===== src/rtl/subleq_ctrl_seq.sv =====
// SUBLEQ instruction sequencer: owns the PC and drives the REQ/ACK memory handshake.
// Optional macro SUBLEQ_STEP_MODE_EN adds a STEP input and runs one instruction per START/STEP.
module subleq_ctrl_seq #(
    parameter int unsigned DATA_WIDTH = 8
) (
    input  logic                  CLOCK,
    input  logic                  RESET_bar,
    input  logic                  START,
`ifdef SUBLEQ_STEP_MODE_EN
    input  logic                  STEP,
`endif
    output logic                  MEM_REQ,
    output logic                  MEM_WE,
    output logic [DATA_WIDTH-1:0] MEM_ADDR,
    output logic [DATA_WIDTH-1:0] MEM_WDATA,
    input  logic [DATA_WIDTH-1:0] MEM_RDATA,
    input  logic                  MEM_ACK,
    output logic                  BUSY,
    output logic                  HALTED,
    output logic [DATA_WIDTH-1:0] PC_OUT
);

    typedef enum logic [3:0] {
        StIdle,
        StFetchA,
        StFetchB,
        StFetchC,
        StReadA,
        StReadB,
        StWriteB,
        StBranch,
        StHalt
    } state_e;

    localparam logic [DATA_WIDTH-1:0] AllOnes = '1;

    state_e                state_q, state_d;
    logic [DATA_WIDTH-1:0] pc_q, pc_d;
    logic [DATA_WIDTH-1:0] a_q, a_d;
    logic [DATA_WIDTH-1:0] b_q, b_d;
    logic [DATA_WIDTH-1:0] c_q, c_d;
    logic [DATA_WIDTH-1:0] va_q, va_d;
    logic [DATA_WIDTH-1:0] vb_q, vb_d;
    logic                  req_q, req_d;
    logic                  we_q, we_d;
    logic [DATA_WIDTH-1:0] addr_q, addr_d;
    logic [DATA_WIDTH-1:0] wdata_q, wdata_d;
    logic                  busy_q, busy_d;
    logic                  halted_q, halted_d;

    logic                  start_evt;
    logic [DATA_WIDTH-1:0] result;
    logic                  result_le_zero;
    logic                  mem_state;
    logic [DATA_WIDTH-1:0] xfer_addr;
    state_e                mem_next;

`ifdef SUBLEQ_STEP_MODE_EN
    assign start_evt = START | STEP;
`else
    assign start_evt = START;
`endif

    assign result         = vb_q - va_q;
    assign result_le_zero = (result == '0) || result[DATA_WIDTH-1];

    // Address and successor for each memory-transfer state.
    always_comb begin
        xfer_addr = pc_q;
        mem_next  = StIdle;
        mem_state = 1'b1;
        unique case (state_q)
            StFetchA: begin
                xfer_addr = pc_q;
                mem_next  = StFetchB;
            end
            StFetchB: begin
                xfer_addr = pc_q + DATA_WIDTH'(1);
                mem_next  = StFetchC;
            end
            StFetchC: begin
                xfer_addr = pc_q + DATA_WIDTH'(2);
                mem_next  = StReadA;
            end
            StReadA: begin
                xfer_addr = a_q;
                mem_next  = StReadB;
            end
            StReadB: begin
                xfer_addr = b_q;
                mem_next  = StWriteB;
            end
            StWriteB: begin
                xfer_addr = b_q;
                mem_next  = StBranch;
            end
            default: mem_state = 1'b0;
        endcase
    end

    always_comb begin
        state_d  = state_q;
        pc_d     = pc_q;
        a_d      = a_q;
        b_d      = b_q;
        c_d      = c_q;
        va_d     = va_q;
        vb_d     = vb_q;
        req_d    = req_q;
        we_d     = we_q;
        addr_d   = addr_q;
        wdata_d  = wdata_q;

        if (mem_state) begin
            // Each memory state enters with REQ low, which gives the mandatory idle gap.
            if (!req_q) begin
                req_d  = 1'b1;
                addr_d = xfer_addr;
                we_d   = (state_q == StWriteB);
                if (state_q == StWriteB) begin
                    wdata_d = result;
                end
            end else if (MEM_ACK) begin
                req_d   = 1'b0;
                we_d    = 1'b0;
                state_d = mem_next;
                unique case (state_q)
                    StFetchA: a_d  = MEM_RDATA;
                    StFetchB: b_d  = MEM_RDATA;
                    StFetchC: c_d  = MEM_RDATA;
                    StReadA:  va_d = MEM_RDATA;
                    StReadB:  vb_d = MEM_RDATA;
                    default:  ;
                endcase
            end
        end else begin
            unique case (state_q)
                StIdle: begin
                    if (start_evt) begin
                        state_d = StFetchA;
                    end
                end
                StBranch: begin
                    if (result_le_zero && (c_q == AllOnes)) begin
                        state_d = StHalt;
                        pc_d    = AllOnes;
                    end else begin
                        pc_d = result_le_zero ? c_q : pc_q + DATA_WIDTH'(3);
`ifdef SUBLEQ_STEP_MODE_EN
                        state_d = StIdle;
`else
                        state_d = StFetchA;
`endif
                    end
                end
                StHalt: ;
                default: state_d = StIdle;
            endcase
        end

        busy_d   = !((state_d == StIdle) || (state_d == StHalt));
        halted_d = (state_d == StHalt);
    end

    always_ff @(posedge CLOCK or negedge RESET_bar) begin
        if (!RESET_bar) begin
            state_q  <= StIdle;
            pc_q     <= '0;
            a_q      <= AllOnes;
            b_q      <= AllOnes;
            c_q      <= AllOnes;
            va_q     <= AllOnes;
            vb_q     <= AllOnes;
            req_q    <= 1'b0;
            we_q     <= 1'b0;
            addr_q   <= '0;
            wdata_q  <= '0;
            busy_q   <= 1'b0;
            halted_q <= 1'b0;
        end else begin
            state_q  <= state_d;
            pc_q     <= pc_d;
            a_q      <= a_d;
            b_q      <= b_d;
            c_q      <= c_d;
            va_q     <= va_d;
            vb_q     <= vb_d;
            req_q    <= req_d;
            we_q     <= we_d;
            addr_q   <= addr_d;
            wdata_q  <= wdata_d;
            busy_q   <= busy_d;
            halted_q <= halted_d;
        end
    end

    assign MEM_REQ   = req_q;
    assign MEM_WE    = we_q;
    assign MEM_ADDR  = addr_q;
    assign MEM_WDATA = wdata_q;
    assign BUSY      = busy_q;
    assign HALTED    = halted_q;
    assign PC_OUT    = pc_q;

endmodule

===== config.mk =====
export PLATFORM = sky130hd
export DESIGN_NAME = subleq_ctrl_seq
export DESIGN_NICKNAME = d
export VERILOG_FILES = /design/src/rtl/subleq_ctrl_seq.sv
export SDC_FILE = /design/constraint.sdc
export NUM_CORES = 1
export LEC_CHECK = 0
export CAP_MARGIN = 20
export CORE_MARGIN = 2
export CORE_UTILIZATION = 39
export DETAILED_ROUTE_END_ITERATION = 16
export HOLD_SLACK_MARGIN = 0.12
export PLACE_DENSITY = 0.71
export SETUP_SLACK_MARGIN = 0.2
export SYNTH_ARGS = -nofsm -noshare
export SYNTH_HDL_FRONTEND = slang
export SYNTH_SLANG_ARGS = --single-unit

===== constraint.sdc =====
create_clock -name CLOCK -period 2.8 [get_ports CLOCK]
set_input_delay 0.56 -clock CLOCK [delete_from_list [all_inputs] [get_ports CLOCK]]
set_output_delay 0.56 -clock CLOCK [all_outputs]
set_load 0.03 [all_outputs]

==> qor.csv <==
stage,metric,value,unit
yosys,ys_ff_latch,72,
yosys,syn_area_per_cell,10.12,µm²
clocking,numCtsBuffers,9,
setup_path,reg2reg_to,PC_OUT[7],
timing,fin_crit,2.637,ns
setup_path,required,3.07,ns
clocking,clk_latency,0.36,ns
setup_path,r2r_start,va_q[0],
yosys,yosysUniqueCellTypes,62,
setup_path,worstPathArrival,2.91,ns
final_layout,diodes,0,
setup_path,cp_max_fo,7,
setup_path,crit_slowest_cell,dfstp_2,
routing,ant_nets,0,
clocking,htreeDepth,3,
timing,whs,0.4835,ns
clocking,cts-root-buf,clkbuf_8,
routing,first_iter_violations,247,
global_route,grt_antenna_before_repair,0,
yosys,syn_area,4109,µm²
global_route,track_usage,18.90,%
floorplanning,core_region_area,10280,µm²
timing,setup_viol,0,
pwr,power.density,1365,nW/µm²
setup_path,path_depth,9,
floorplanning,placementRows,37,
flow_run,maxCapViolCount,0,
setup_path,worstSetupPathType,reg2reg,
placed_design,dp_hpwl,7.333,mm
timing,rsz0062_at_grt,yes,
timing,period_share,94.19,%
timing,max-slew-margin-rel,62.09,%
placed_design,gp_congestion,0.8789,
routing,wire_per_inst,17.45,µm
placed_design,port_buffers,39,
routing,vias_per_cell,5.750,
pwr,p_switching,3049,µW
setup_path,cp_top_family,compound AO/OA/AOI/OAI gates,
pwr,peakVddDrop,560.4,µV
setup_path,crit_path_start,va_q[0],
yosys,syn_nets,430,
pwr,combPwrFrac,56.2,%
setup_path,ff2ff_setup_slack,0.16,ns
setup_path,worst-path-buf-inv,1,
worst_hold_path,min_path_type,reg2reg,
global_route,grt_pass1_wl,16.72,mm
yosys,synth_warnings,0,
final_layout,layout-drive-gt1-share,30.68,%
clocking,tritoncts,yes,
timing,maxSlewViolCount,0,
pwr,power.leakage,0.001956,µW
yosys,ys.flop_type,dfstp_2,
floorplanning,dieWidth,106.6,µm
pwr,p_int,3827,µW
global_route,grt_pass1_vias,3218,
final_layout,multi_input_area,2235,µm²
pwr,seqPwrFrac,30.7,%
timing,worst_slew_pin_slew,0.5687,ns
pwr,netSwitchingFraction,44.34,%
clocking,cts_max_path_buffers,2,
placed_design,place_ws,0.01992,ns
timing,tns,0,ns
final_layout,area_growth,22.56,%
setup_path,critPathMostFrequentCell,a211oi_4,
yosys,synth_edf_count,0,
timing,hold_viol,0,
final_layout,regArea,1852,µm²
clocking,clkSinkCount,72,
yosys,ys_async_sr_fraction,100.0,%
final_layout,fill_cells,969,
final_layout,nNetsFinal,472,
routing,wl,10.28,mm
routing,routed-via-count,3387,
setup_path,start_kind,flop,
setup_path,reg2regPathDepth,9,
floorplanning,die_area,11370,µm²
global_route,overflow,0,
clocking,hold_buffers,0,
timing,setup_slack,0.1628,ns
setup_path,path_cells,"ha_4, inv_2, fa_2, a211oi_4, nor2_4, o311ai_4, a211oi_4, or4_1, o211ai_1",
yosys,postSynthCellCount,406,
routing,dr.pass1.iters,5,
status,status,completed,
setup_path,end_kind,flop,
yosys,seq_area_frac_synth,45.07,%
floorplanning,io_pins,40,
pwr,power_frac_clock,13.1,%
timing,final.setup_skew,0.01464,ns
routing,drc,0,
floorplanning,die_h,106.6,µm
floorplanning,start_util,39.98,%
clocking,clk_pin_slew,0.09,ns
timing,fmax,379.2,MHz
global_route,grt_max_degree,34,
setup_path,crit_end,PC_OUT[7],
setup_path,cpPeakStageDelay,0.56,ns
## cell type report
cell class | instances | area share, %
clock inverters | 4 | 1.019
clock buffers | 12 | 3.304
repair buffers | 54 | 9.888
inverters | 17 | 1.267
flip-flops and latches | 72 | 36.77
well taps | 136 | 3.379
multi-input cells | 294 | 44.37
## registers in the layout (all words and copies together), names as in the netlist, 8 cells and up
signal,flops
MEM_WDATA,8
vb_q,8
PC_OUT,8
va_q,8
b_q,8
a_q,8
MEM_ADDR,8
c_q,8
## logic make-up after synthesis
| kind of cell | after synthesis | share of synthesized area [%] |
|---|---|---|
| DFF | 72 | 45.07 |
| xor gates and xnor gates | 3 | 0.6396 |
| muxes | 52 | 14.04 |
| buffers and inverters | 41 | 3.867 |
| and+or+nand+nor | 126 | 15.32 |
| AOI/OAI and AO/OA | 100 | 17.24 |
| adders and majority gates | 12 | 3.837 |
## layout by cell type, fill, tap and decap left out, drive strengths merged, types with 10 or more instances in the layout
cell type      count
mux2              45
dfstp             40
clkdlybuf4s50     38
nand2             36
dfrtp             32
nor2              26
o21ai             24
inv               17
a21oi             17
buf               16
nand3             15
clkbuf            12
ha                11
nor3              10
## power by group through the flow
| stage | clock [µW] | combinational, µW | sequential, µW |
|---|---|---|---|
| final | 899 | 3870 | 2110 |
| after global routing | 959 | 4220 | 2180 |
| after global placement | 0 | 3340 | 2100 |
| after floorplan | 0 | 2250 | 2260 |
| after detailed placement | 0 | 3410 | 2120 |
| after CTS | 916 | 3630 | 2110 |
## worst min path at each step
stage | from | to | cells after the start
CTS | MEM_WDATA[3] | MEM_WDATA[3] | 2
global route | MEM_WDATA[3] | MEM_WDATA[3] | 2
detailed placement | MEM_WDATA[3] | MEM_WDATA[3] | 2
finish | MEM_WDATA[5] | MEM_WDATA[5] | 2
floorplan | RESET_bar | BUSY | 0
global placement | MEM_WDATA[3] | MEM_WDATA[3] | 2
## synthesized netlist by cell type, types with 2 or more instances
| cell type | n | area, µm² |
|---|---|---|
| o31a_1 | 2 | 17.52 |
| nand2b_1 | 7 | 43.79 |
| nand4_1 | 4 | 25.02 |
| o211ai_1 | 9 | 67.56 |
| mux2i_1 | 7 | 70.07 |
| nor2_1 | 26 | 97.59 |
| a21oi_1 | 16 | 80.08 |
| dfstp_2 | 40 | 1051 |
| nor3b_1 | 2 | 15.01 |
| o21ai_1 | 9 | 45.04 |
| nor2b_1 | 6 | 37.54 |
| nand2_1 | 36 | 135.1 |
| or4_1 | 3 | 22.52 |
| nor3_1 | 9 | 45.04 |
| o2111ai_1 | 2 | 17.52 |
| and2_1 | 5 | 31.28 |
| o21ai_0 | 15 | 75.07 |
| mux2_2 | 45 | 506.7 |
| o22ai_1 | 2 | 12.51 |
| dfrtp_1 | 32 | 800.8 |
| ha_1 | 11 | 137.6 |
| a31oi_1 | 8 | 50.05 |
| nand3_1 | 15 | 75.07 |
| o31ai_1 | 4 | 30.03 |
| a22o_1 | 2 | 17.52 |
| xor2_1 | 2 | 17.52 |
| buf_1 | 3 | 11.26 |
| buf_2 | 4 | 20.02 |
| or3_1 | 4 | 25.02 |
| a22oi_1 | 4 | 30.03 |
| clkbuf_1 | 17 | 63.81 |
| o221ai_1 | 5 | 43.79 |
| o21a_1 | 4 | 30.03 |
| inv_1 | 17 | 63.81 |
| nor4_1 | 2 | 12.51 |
## routing by layer
layer,share of wire [%],wire length (µm),global-route usage (%),vias to the layer above
met2,47,4854,30.16,129
li1,-,-,-,1571
met3,5.5,566,2.553,17
met1,45,4620,25.51,1670
met5,0,0,0,-
met4,2.3,235,8.813,0
## through the flow
| step | utilization (%) | instance area [µm²] | total power (µW) | cells |
|---|---|---|---|---|
| 3_3_place_gp | 45.26 | 4652 | 5442 | 568 |
| 5_1_grt | 49.00 | 5036 | 7364 | 589 |
| 3_5_place_dp | 45.26 | 4652 | 5531 | 568 |
| 2_1_floorplan | - | 4109 | 4514 | 406 |
| 4_1_cts | 48.33 | 4967 | 6653 | 588 |
| 6_report | 49.00 | 5036 | 6876 | 589 |
## repair_timing
| action | in CTS | in global routing |
|---|---|---|
| cloned | 1 | 0 |
| setup endpoints to repair | 12 | 12 |
| setup buffers | 3 | 1 |
| pin swaps | 11 | 14 |
| resized for setup | 14 | 11 |
## tightest hold or removal path: stages (launching register included)
cell,delay (ns)
dfrtp_1,0.34
nand2_1,0.05
o21ai_1,0.06
No activity file was read; power rests on OpenSTA's default activity.
